<file path="src/rtl/ftoi_pipe.sv">
// Pipelined binary32 -> signed integer converter with selectable rounding, saturation and inexact flag.
// Valid/ready on both ports; a single advance enable moves every stage, bubbles included.
module ftoi_pipe #(
  parameter int OUT_W  = 32,
  parameter int STAGES = 2,
  parameter int TAG_W  = 5
) (
  input  logic             clk,
  input  logic             rst,
  input  logic             in_valid,
  output logic             in_ready,
  input  logic [31:0]      x,
  input  logic [1:0]       rm,
  input  logic [TAG_W-1:0] in_tag,
  output logic             out_valid,
  input  logic             out_ready,
  output logic [OUT_W-1:0] y,
  output logic             ovf,
  output logic             nx,
  output logic [TAG_W-1:0] out_tag
);

  localparam logic [OUT_W-1:0] MAXV = {1'b0, {(OUT_W-1){1'b1}}};
  localparam logic [OUT_W-1:0] MINV = {1'b1, {(OUT_W-1){1'b0}}};

  typedef struct packed {
    logic        s;
    logic [1:0]  rm;
    logic        zero;
    logic        nan;
    logic        big;
    logic [31:0] mag;
    logic        g;
    logic        st;
  } unp_t;

  typedef struct packed {
    logic [OUT_W-1:0] y;
    logic             ovf;
    logic             nx;
  } res_t;

  // Right shifts are clamped at 63: anything further only feeds sticky, which is already set.
  function automatic unp_t unpack(input logic [31:0] v, input logic [1:0] r);
    unp_t        u;
    logic [7:0]  e;
    logic [7:0]  sh;
    logic [63:0] ext;
    e      = v[30:23];
    u.s    = v[31];
    u.rm   = r;
    u.zero = (e == 8'd0);
    u.nan  = (e == 8'hFF) && (v[22:0] != 23'd0);
    u.big  = (e >= 8'(127 + OUT_W - 1));
    u.mag  = '0;
    u.g    = 1'b0;
    u.st   = 1'b0;
    if (e >= 8'd150) begin
      sh    = e - 8'd150;
      u.mag = {8'd0, 1'b1, v[22:0]} << sh[2:0];
    end else begin
      sh    = 8'd150 - e;
      ext   = {1'b1, v[22:0], 40'd0} >> ((sh > 8'd63) ? 6'd63 : sh[5:0]);
      u.mag = {8'd0, ext[63:40]};
      u.g   = ext[39];
      u.st  = |ext[38:0];
    end
    return u;
  endfunction

  function automatic res_t round_pack(input unp_t u);
    res_t        o;
    logic        inc;
    logic        lost;
    logic [32:0] mr;
    lost = u.g | u.st;
    case (u.rm)
      2'b00:   inc = u.g;
      2'b01:   inc = 1'b0;
      2'b10:   inc = u.s & lost;
      default: inc = ~u.s & lost;
    endcase
    mr    = {1'b0, u.mag} + {32'd0, inc};
    o.ovf = u.big || (mr >= (33'd1 << (OUT_W - 1)));
    o.nx  = lost & ~o.ovf;
    o.y   = u.s ? -mr[OUT_W-1:0] : mr[OUT_W-1:0];
    if (o.ovf) o.y = (u.nan || !u.s) ? MAXV : MINV;
    if (u.zero) o = '0;
    return o;
  endfunction

  logic en;
  assign en       = !out_valid || out_ready;
  assign in_ready = en;

  logic [STAGES:1]            vld_pipe;
  logic [STAGES:1][TAG_W-1:0] tag_pipe;

  always_ff @(posedge clk) begin
    if (rst) begin
      vld_pipe <= '0;
      tag_pipe <= '0;
    end else if (en) begin
      vld_pipe[1] <= in_valid;
      tag_pipe[1] <= in_tag;
      for (int i = 2; i <= STAGES; i++) begin
        vld_pipe[i] <= vld_pipe[i-1];
        tag_pipe[i] <= tag_pipe[i-1];
      end
    end
  end

  unp_t ua_c, ua;
  res_t rb_c, rb;
  assign ua_c = unpack(x, rm);

  generate
    if (STAGES >= 2) begin : g_reg_a
      always_ff @(posedge clk) begin
        if (rst)     ua <= '0;
        else if (en) ua <= ua_c;
      end
    end else begin : g_pass_a
      assign ua = ua_c;
    end
  endgenerate

  assign rb_c = round_pack(ua);

  generate
    if (STAGES >= 3) begin : g_reg_b
      always_ff @(posedge clk) begin
        if (rst)     rb <= '0;
        else if (en) rb <= rb_c;
      end
    end else begin : g_pass_b
      assign rb = rb_c;
    end
  endgenerate

  // Output register holds whenever the consumer stalls.
  always_ff @(posedge clk) begin
    if (rst) begin
      y   <= '0;
      ovf <= 1'b0;
      nx  <= 1'b0;
    end else if (en) begin
      y   <= rb.y;
      ovf <= rb.ovf;
      nx  <= rb.nx;
    end
  end

  assign out_valid = vld_pipe[STAGES];
  assign out_tag   = tag_pipe[STAGES];

endmodule
</file>
<file path="config.mk">
export PLATFORM = sky130hd
export DESIGN_NAME = ftoi_pipe
export DESIGN_NICKNAME = d
export VERILOG_FILES = /design/src/rtl/ftoi_pipe.sv
export SDC_FILE = /design/constraint.sdc
export NUM_CORES = 1
export LEC_CHECK = 0
export CAP_MARGIN = 20
export CORE_MARGIN = 1.5
export CORE_UTILIZATION = 55
export DETAILED_ROUTE_END_ITERATION = 12
export DONT_BUFFER_PORTS = 1
export GPL_TIMING_DRIVEN = 0
export MAX_ROUTING_LAYER = met4
export PLACE_DENSITY = 0.71
export SYNTH_ARGS = -nofsm -noshare
export SYNTH_HDL_FRONTEND = slang
export SYNTH_SLANG_ARGS = --single-unit
</file>
<file path="constraint.sdc">
create_clock -name clk -period 4 [get_ports clk]
set_clock_uncertainty 0.15 [all_clocks]
set_input_delay 0.4 -clock clk [delete_from_list [all_inputs] [get_ports clk]]
set_output_delay 0.4 -clock clk [all_outputs]
set_load 0.05 [all_outputs]
</file>
# Word level (Yosys, flattened, before mapping)
# Cells that the tools add are included.
# word_totals
register_bits	86
in_bits	43
# op_classes
n_eq_ne	3
reduce_logical	10
shifts	2
magnitude_cmp	4
addsub	4
muxes	8
bitwise_logic	6
# ops
operator	count
32-bit 2-to-1 mux	4
64-bit by 6-bit right shift with 64-bit output	1
39-bit OR reduction	1
34-bit 2-to-1 mux	1
32-bit by 1-bit adder with 33-bit output	1
33-bit by 32-bit greater-or-equal comparator with 1-bit output (second input constant)	1
32-bit negator	1
24-bit by 3-bit left shift with 32-bit output	1
23-bit nonzero test	1
8-bit greater-or-equal comparator (second input constant)	2
8-bit == test (second input constant)	1
8-bit by 6-bit > comparator with 1-bit output (second input constant)	1
8-bit logical NOT	1
8-bit subtractor (first input constant)	1
6-bit 2-to-1 mux	1
1-bit AND	3
1-bit logical OR	3
1-bit one-hot mux with 3 select lines	1
3-bit subtractor (second input constant)	1
2-bit by 1-bit == test with 1-bit output (second input constant)	1
2-bit == test (second input constant)	1
1-bit logical NOT	2
2-bit logical NOT	1
2-bit 2-to-1 mux	1
3 further kinds	4

# Longest topological paths before layout
# Gate-level depths: netlist (run 1).
# logic_depth
ltp_word	9
ltp_mapped	20

# Worst setup path after synthesis (run 1)
# OpenSTA, ideal clock, no wires.
# synth_path
kind	input to register
startpoint	input x[23]
endpoint	register ua[0] in the netlist's numbering
t_arrival_ns	3.971
n_path_buf	8
slack_ns	-0.250
setup_ns	0.129
stages	17
path_cell_list	buf_2 > clkinv_1 > clkbuf_1 > clkbuf_1 > buf_1 > ha_1 > clkbuf_1 > buf_2 > buf_1 > clkbuf_1 > a41oi_1 > o221ai_1 > nor4b_1 > a41oi_1 > a311oi_1 > o22a_1 > nand4_1
# synth_between
elab_chain_cells	6
word_cells_on_any_way	7
classes_between	add/sub (1); order compare (2); shift (1); mux (2); reduce/logical (1)
# synth_rtl
element	line_no	text
from (decl)	12	input logic [31:0] x,
8-bit subtractor	62	sh = 8'd150 - e;
8-bit by 6-bit > comparator with 1-bit output	63	ext = {1'b1, v[22:0], 40'd0} >> ((sh > 8'd63) ? 6'd63 : sh[5:0]);
6-bit 2-to-1 mux	63	
64-bit by 6-bit right shift with 64-bit output	63	
39-bit OR reduction	66	u.st = |ext[38:0];
2-bit 2-to-1 mux *	58	if (e >= 8'd150) begin
to (signal assigned)	121	else if (en) ua <= ua_c;
to (decl)	113	unp_t ua_c, ua;
# Mark *: on every way between the ends. The rest lies on a longest branch, timed or not.
# A chain may end at the register's enable or synchronous reset.

# Worst setup path after layout (run 1)
# layout_path
startpoint	register ua[39] in the netlist's numbering
endpoint	register y[30]
# layout_between
elab_chain_cells	8
word_cells_on_any_way	14
classes_between	add/sub (2); order compare (1); mux (5); bitwise (3); reduce/logical (3)
# layout_rtl
element	line_no	text
1-bit NOT	81	default: inc = ~u.s & lost;
1-bit AND	81	
1-bit one-hot mux with 3 select lines	77	case (u.rm)
32-bit by 1-bit adder with 33-bit output	83	mr = {1'b0, u.mag} + {32'd0, inc};
32-bit negator or 33-bit by 32-bit greater-or-equal comparator with 1-bit output (tied branches)	86, 84	
32-bit 2-to-1 mux or 1-bit logical OR (tied branches)	86, 84	
32-bit 2-to-1 mux *	87	if (o.ovf) o.y = (u.nan || !u.s) ? MAXV : MINV;
34-bit 2-to-1 mux *	88	if (u.zero) o = '0;
to (signal assigned)	148	y <= rb.y;
to (decl)	17	output logic [OUT_W-1:0] y,
# Marks and branches as above.

==> results.ini, run 1 <==
[power_and_ir_drop]
power.total_mw = 3.15
power.density_nw_per_um2 = 345
p_leak_nw = 3.36
ir_drop_uv = 204

[worst_setup_path]
rrSetupSlack_ns = 0.09
critical_path_required_ns = 4.13
path_max_fanout = 8
cp.arrival_ns = 4.04
startpoint_type = flip-flop
r2r_cells = 18
endpoint_kind = flip-flop
cp_cell_sequence = nand2b_4 -> xnor2_4 -> nor2_4 -> ha_4 -> buf_6 -> buf_6 -> and4_1 -> buf_6 -> and3_4 -> o211ai_1 -> a21oi_4 -> or3b_4 -> or2_4 -> or3_4 -> o21ai_2 -> xor2_1 -> o21ai_1 -> a21oi_1
cpMostUsedCell = buf_6
r2r_end = y[30]
endpoint = y[30]
max_stage_delay_ns = 0.41
path_class = reg -> reg
critical_path.startpoint = ua[39]
rr_startpoint = ua[39]
slowest_stage = or3b_4

[clocking]
cts_max_path_buffers = 2
htree_num_levels = 3
tritoncts = done
clkLatencyLatePin_ns = 0.35
ctsHoldBuffers = 0
root_buffer = clkbuf_16
cts_sinks = 85
cts_made_buffers = 9
clk_pin_slew_worst_paths_ns = 0.07

[floorplan]
die-area_um2 = 15500
initial_core_util_pct = 56.0
io_pins = 84
core_um2 = 14500
row_count = 44
die_w_um = 124
die_y_um = 124

[drt]
wirelength_um = 29600
dr_total_vias = 9131
drcViolationCount = 0
drt_iter0_markers = 973
wl_per_cell_um = 21.6
antenna_left = 0
via_per_inst = 6.66
dr.pass1.iters = 6

[global_routing]
grt_use_met1_pct = 47.8
grt_pass1_vias = 8458
grt_max_degree = 17
gr-max-usage-layer = met2
grt_pass1_wl_um = 46300
grt.met3_usage_pct = 6.66
grt.total_usage_pct = 38.3
grtUsageMet2_pct = 60.9
overflow = 0
antenna_found_initial = 0

[run]
drv_cap = 0

[place]
portBuffers = 0
place_congestion = 1.05
hpwl_um = 22300
post-place-ws_ns = -1.32

[yosys]
synth-xor-area-share_pct = 7.97
syn-cell-area_um2 = 8110
ys_seq_area_share_pct = 21.0
synth_edf_count = 0
synth_compound_area_share_pct = 27.3
synthTopCellsByArea = dfxtp_1, a21oi_1, nand2_1, xnor2_1, nor2_1
synthArstFlopShare_pct = 0
synth_nets = 1207
syn_inst = 1155
yosysTopAreaCellShare_pct = 21.0
yosysUniqueCellTypes = 88
synth-simple-area-share_pct = 27.8
ys_warn_count = 0
synth.mux.area_fraction_pct = 7.76
yosysTopAreaCell = dfxtp_1
synth_top_family_by_area = simple AND/OR/NAND/NOR gates
synth_area_per_cell_um2 = 7.02
ys_seq_elements = 85
synthAdderAreaFrac_pct = 1.39
synth_ff_type = dfxtp_1

[run_status]
outcome = finished clean

[layout]
nets = 1233
antennaDiodeCount = 0
drive_above_1_share_pct = 13.6
area_growth_pct = 12.6
final_cell_mix = nand2_1, nor2_1, a21oi_1, dfxtp_1, o21ai_0
seqCellArea_um2 = 1710
nFillCells = 1377
final_common_cell = nand2_1
multi_input_area_um2 = 6140

[timing]
rsz0062_at_grt = yes
whs_ns = 0.0326
period_minus_slack_ns = 3.91
drv_slew = 0
hold_violations = 0
worst_slack_ns = 0.0942
setup_viol_count_final = 0
worst_pin_slew_ns = 1.12
max_freq_mhz = 256
relSlewSlack_pct = 25.2
timing.final.crit_share_pct = 97.6

[hold_path]
hold_class = in -> reg

report_power, final:
group / switching [mW] / internal [mW] / total [mW]
combinational: 0.699 / 0.414 / 1.11
sequential: 0.188 / 0.916 / 1.10
clock: 0.377 / 0.557 / 0.934
total: 1.26 / 1.89 / 3.15
flip-flops by register name, summed over array words and instances, names as in the netlist:
signal and flops:
nx 1, ua 39, out_tag 5, tag_pipe 5
y 32, vld_pipe 2, ovf 1
cells in the mapped netlist (all sizes together), types with 4 or more instances:
cell type,instances
clkbuf,69
o21ai,92
a31o,4
ha,9
o2111ai,4
or4,5
a21o,5
inv,16
nand2,134
a41oi,5
a22o,4
o31a,4
or2,7
o221ai,14
or3,9
a22oi,8
buf,44
dfxtp,85
a311oi,8
mux4,5
nand3,43
nor2b,11
xor2,23
o211ai,13
and2,11
nor3,44
nand2b,7
and4,6
nor2,113
a211oi,12
o31ai,9
a221oi,9
nand4,22
nor4,21
mux2i,37
o22ai,7
xnor2,50
a31oi,17
mux2,13
and3,14
a21oi,104
how the worst min path moves through the flow:
stage | from | to | depth (start not counted)
global route | in_tag[4] | tag_pipe[4] | 2
floorplan | ua[34] | ua[34] | 2
finish | in_tag[4] | tag_pipe[4] | 2
CTS | in_tag[2] | tag_pipe[2] | 2
detailed placement | tag_pipe[2] | tag_pipe[2] | 2
global placement | tag_pipe[1] | tag_pipe[1] | 2
what timing repair did:
action | CTS | global route
pin swaps | 13 | 18
buffers inserted | 14 | 7
resized for setup | 40 | 33
endpoints found under the setup margin | 55 | 41
final cells by class:
class,instances,area share (%)
Sequential cell,85,18.7
Clock buffer,9,2.47
Timing Repair Buffer,21,1.85
Tap cell,184,2.52
Multi-Input combinational cell,939,67.2
Clock inverter,7,1.15
Buffer,107,5.30
Inverter,18,0.795
routing by layer:
metal / up-vias / part of all wire [%]
met4: 0 / 4.9
li1: 4269 / -
met2: 569 / 45
met3: 114 / 9.8
met5: - / 0
met1: 4179 / 40
worst max-delay path, delay by kind of cell, from the launching register on:
family          cells  cell delay (ns)
simple gates        7             1.78
compound gates      5             0.71
flops               1             0.36
buf+inv             3             0.34
xor+xnor            2             0.30
fa+ha+maj           1             0.18
logic make-up (layout without fill, tap and decap cells):
logic type / count (synthesis) / in the layout
flops: 85 / 85
xor+xnor: 73 / 73
simple gates: 455 / 455
fa+ha+maj: 9 / 9
mux: 55 / 55
compound gates: 347 / 347
buf+inv: 131 / 162
per-stage QoR:
stage | TNS, ns | util [%] | area (µm²) | std cells
3_5_place_dp | -29.94 | 57.8 | 8360 | 1339
4_1_cts | -0.0159 | 62.0 | 8970 | 1367
2_1_floorplan | 0 | - | 8130 | 1155
6_report | 0 | 63.1 | 9130 | 1370
3_3_place_gp | -31.26 | 57.8 | 8360 | 1339
5_1_grt | -0.247 | 63.1 | 9130 | 1370
(Power assumes the default switching activity.)
==> run 2, diff against run 1 <==
- CELL_PAD_IN_SITES_DETAIL_PLACEMENT: unset -> 1
- CELL_PAD_IN_SITES_GLOBAL_PLACEMENT: unset -> 2
- CORE_UTILIZATION: 55 -> 34
- PLACE_DENSITY: 0.71 -> 0.77
- SKIP_LAST_GASP: unset -> 1
==> results.ini, run 2 (same netlist as run 1, synthesis figures left out) <==
[run_status]
outcome = finished clean

[hold_path]
whs_endpoint = tag_pipe[0]
hold_depth = 2
min_from = in_tag[0]
hold_class = in -> reg

[layout]
area_growth_pct = 13.9
drive_above_1_share_pct = 13.5
final_common_cell = nand2_1
largest_reg_flops = 39
fin_util_pct = 39.4
reg_top3 = ua (39), y (32)
stdcell_count = 1505
final_cell_mix = nand2_1, nor2_1, a21oi_1, dfxtp_1, o21ai_0
nets = 1233
antennaDiodeCount = 0
nFillCells = 3004
top_register = ua

[floorplan]
core_um2 = 23500
io_pins = 84
die-area_um2 = 24800
die_y_um = 157
initial_core_util_pct = 34.6
row_count = 56
die_w_um = 157

[clocking]
root_buffer = clkbuf_16
cts_max_path_buffers = 2
clk_pin_slew_worst_paths_ns = 0.08
tritoncts = done
ctsHoldBuffers = 0
cts_sinks = 85
clkLatencyLatePin_ns = 0.36
htree_num_levels = 3
cts_made_buffers = 9

[timing]
setup_viol_count_final = 0
timing.final.crit_share_pct = 98.3
period_minus_slack_ns = 3.93
drv_slew = 0
max_freq_mhz = 254
worst_pin_slew_ns = 1.11
relSlewSlack_pct = 26.1
worst_slack_ns = 0.0683
rsz0062_at_grt = yes
hold_violations = 0

[drt]
dr.pass1.iters = 5
antenna_left = 0
drt_iter0_markers = 505
dr_total_vias = 8983
drcViolationCount = 0
wirelength_um = 34100
via_per_inst = 5.97
wl_per_cell_um = 22.6

[power_and_ir_drop]
p_leak_nw = 3.34
power.density_nw_per_um2 = 333
ir_drop_uv = 162

[place]
place_congestion = 0.979
dp_cells = 1474
post-place-ws_ns = -1.74
portBuffers = 0
hpwl_um = 26500

[worst_setup_path]
path_class = in -> reg
path_max_fanout = 10
r2r_cells = 17
rr_startpoint = ua[39]
r2r_end = y[28]
critical_path_required_ns = 4.08
cp.arrival_ns = 4.01
cp_cell_sequence = ha_1 -> a21o_1 -> a21oi_2 -> xnor2_1 -> clkbuf_1 -> nor3_1 -> a222oi_1 -> nor4b_1 -> o221ai_1 -> nand2_1 -> a41oi_1 -> a31oi_1 -> nand4_1
max_stage_delay_ns = 0.80
endpoint_kind = flip-flop
rrSetupSlack_ns = 0.15
startpoint_type = input pin
slowest_stage = xnor2_1

[global_routing]
antenna_found_initial = 0
overflow = 0
grt_pass1_wl_um = 52200
grt.total_usage_pct = 28.4
grt_max_degree = 18
grt_pass1_vias = 8800

[run]
drv_cap = 0

==> run 2: worst max-delay path: cells and delay by family <==
family	cells	cell delay (ns)
XOR/XNOR	1	0.80
AND/OR/NAND/NOR	4	0.75
buffers and inverters	1	0.52
adder cells (fa/ha/maj)	1	0.28
AO/OA/AOI/OAI	6	1.24
==> run 2: how the worst max path moves through the flow <==
stage	from	to	slack [ns]	depth (start not counted)
finish	x[23]	ua[0]	0.07	13
global route	x[23]	ua[0]	-0.09	13
CTS	ua[39]	y[30]	-0.02	18
detailed placement	x[23]	ua[12]	-1.74	16
global placement	x[23]	ua[12]	-1.81	16
floorplan	x[23]	ua[0]	0.02	16
==> run 2: repair_timing <==
action | CTS | global route
buffers inserted | 17 | 4
gates resized for setup | 56 | 15
cloned | 0 | 0
pin swaps | 15 | 14
setup endpoints to repair | 57 | 46
==> run 2: cell type report <==
type / instances / area, µm² / area share (%)
tap: 319 / 399 / 4.32
clock buffer: 9 / 225 / 2.44
sequential: 85 / 1710 / 18.5
inverter: 18 / 72.6 / 0.785
timing repair buffer: 21 / 158 / 1.71
clock inverter: 7 / 62.6 / 0.677
buffer: 107 / 483 / 5.23
multi-input combinational: 939 / 6140 / 66.4
==> run 2: layer usage <==
metal | vias up | share of wire [%] | GRT usage [%]
met5 | - | 0 | -
met1 | 4312 | 45 | 35.6
li1 | 4266 | - | -
met2 | 308 | 46 | 46.0
met4 | 0 | 3.9 | 11.9
met3 | 97 | 5.5 | 3.74
==> run 2: metrics by stage <==
step / hold WS [ns] / TNS [ns] / area, µm² / power [mW]
final: 0.0269 / 0 / 9240 / 3.08
after global routing: 0.0300 / -0.155 / 9240 / 3.23
after CTS: 0.0263 / -0.0169 / 9190 / 3.06
after detailed placement: 0.297 / -41.17 / 8530 / 2.17
after global placement: 0.290 / -40.88 / 8530 / 2.16
after floorplan: 0.282 / 0 / 8130 / 1.86
==> run 2: report_power, final <==
part / total (mW) / switching, mW / internal [mW]
Clock: 0.832 / 0.397 / 0.436
Combinational: 1.14 / 0.728 / 0.415
Sequential: 1.10 / 0.189 / 0.916
Total: 3.08 / 1.31 / 1.77
==> run 3, diff against run 2 <==
--- a/config.mk
+++ b/config.mk
@@ -16,4 +16,5 @@
 export MAX_ROUTING_LAYER = met4
 export PLACE_DENSITY = 0.77
+export REMOVE_ABC_BUFFERS = 1
 export SKIP_LAST_GASP = 1
 export SYNTH_ARGS = -nofsm -noshare
==> constraint.sdc (replaced) <==
create_clock -name clk -period 4 [get_ports clk]
set_clock_uncertainty 0.15 [all_clocks]
set_input_delay 0.4 -clock clk [delete_from_list [all_inputs] [get_ports clk]]
set_output_delay 0.4 -clock clk [all_outputs]
set_load 0.005 [all_outputs]
==> results.ini, run 3 (same netlist as run 1, synthesis figures left out) <==
[floorplan]
die_w_um = 157
row_count = 56
initial_core_util_pct = 34.6
core_um2 = 23500
die-area_um2 = 24800
io_pins = 84
die_y_um = 157

[worst_setup_path]
max_stage_delay_ns = 0.60
critical_path_required_ns = 4.07
cp_cell_sequence = ha_1 -> a21o_1 -> a21oi_2 -> xnor2_2 -> buf_8 -> nor3_2 -> nand2_1 -> nor4b_1 -> a41oi_1 -> a311oi_1 -> o22a_1 -> nand4_1
cp.arrival_ns = 3.92
path_class = in -> reg
cp_top_family = simple AND/OR/NAND/NOR gates
slowest_stage = nor3_2
endpoint_kind = flip-flop
startpoint_type = input pin
crit_buf_inv = 1
path_max_fanout = 57

[layout]
fin_util_pct = 37.8
final_cell_mix = nand2_1, nor2_1, a21oi_1, dfxtp_1, o21ai_0
reg_top3 = ua (39), y (32)
top_register = ua
nets = 1131
area_growth_pct = 9.30
antennaDiodeCount = 0
drive_above_1_share_pct = 10.3
largest_reg_flops = 39
final_common_cell = nand2_1
stdcell_count = 1403

[global_routing]
grt_pass1_wl_um = 45300
grt_pass1_vias = 7940
overflow = 0
grt_max_degree = 85
grt.total_usage_pct = 23.8
antenna_found_initial = 0

[clocking]
clk_pin_slew_worst_paths_ns = 0.07
tritoncts = done
htree_num_levels = 3
cts_sinks = 85
cts_made_buffers = 9
cts_max_path_buffers = 2
clkLatencyLatePin_ns = 0.35
root_buffer = clkbuf_16

[timing]
worst_pin_slew_ns = 1.04
timing.final.crit_share_pct = 96.3
drv_slew = 0
period_minus_slack_ns = 3.85
relSlewSlack_pct = 30.4
worst_slack_ns = 0.150
setup_viol_count_final = 0
max_freq_mhz = 260
setup_tns_ns = 0
rsz0062_at_grt = yes
hold_violations = 0

[place]
portBuffers = 0
place_congestion = 0.925
dp_cells = 1372
hpwl_um = 21000
post-place-ws_ns = -1.79

[power_and_ir_drop]
power.density_nw_per_um2 = 320
power.total_mw = 2.84
p_leak_nw = 3.14
ir_drop_uv = 172

[drt]
dr_total_vias = 8372
drt_iter0_markers = 577
wirelength_um = 29100
wl_met1_um = 13700
wl_per_cell_um = 20.8
dr.pass1.iters = 5
dr_wl_met2_um = 13400
antenna_left = 0
met3_wirelength_um = 1450
routed.top_layer = met4
drcViolationCount = 0
via_per_inst = 5.97

[run]
drv_cap = 0

[run_status]
outcome = finished clean

[hold_path]
hold_class = in -> reg

run 3: final timing paths:
path	from	endpoint	slack, ns	cells past startpoint
setup / recovery	x[23]	ua[0]	0.15	12
setup reg to reg	ua[39]	y[26]	0.18	17
hold reg to reg	vld_pipe[1]	vld_pipe[1]	0.31	2
hold / removal	rm[1]	ua[38]	0.03	2
run 3: power breakdown:
part / internal, mW / switching (mW) / total, mW
Sequential: 0.916 / 0.0802 / 0.997
Combinational: 0.387 / 0.601 / 0.988
Clock: 0.491 / 0.364 / 0.855
run 3: area by class of cell:
cell class	count	area [µm²]
Sequential cell	85	1710
Timing Repair Buffer	25	338
Clock buffer	9	225
Fill cell	2964	14600
Clock inverter	7	81.3
Multi-Input combinational cell	940	6050
Inverter	18	70.1
Tap cell	319	399
run 3: metal layers:
metal  vias up  global-route usage (%)
met2       226                    36.7
li1       4076                       -
met1      4028                    32.0
met4         0                    7.10
met5         -                       -
met3        42                    3.77
run 3: worst register-to-register path, stage by stage, from the launching register on:
cell and delay, ns:
dfxtp_4 0.36, nand2b_1 0.15, xnor2_1 0.15, nor2_1 0.09, ha_4 0.20, ha_4 0.20
nand3_4 0.14, nor3_4 0.06, buf_4 0.15, or4_1 0.41, a21oi_2 0.14, or3b_4 0.41
or2_4 0.26, or3_4 0.37, o21ai_2 0.17, xnor2_1 0.14, o21ai_1 0.08, a21oi_1 0.14
run 3: repair_timing:
action | 4_1_cts | 5_1_grt
gates cloned | 0 | 1
gates resized for setup | 11 | 12
pin swaps | 2 | 8
hold buffers | 1 | 0
hold endpoints to repair | 84 | 0
setup endpoints to repair | 43 | 15
setup buffers | 4 | 8
run 3: per-stage QoR:
step                instance area [µm²]  hold WS [ns]
global route                       8870        0.0241
CTS                                8690        0.0231
finish                             8870        0.0345
global placement                   8030         0.283
floorplan                          7630         0.275
detailed placement                 8270         0.293
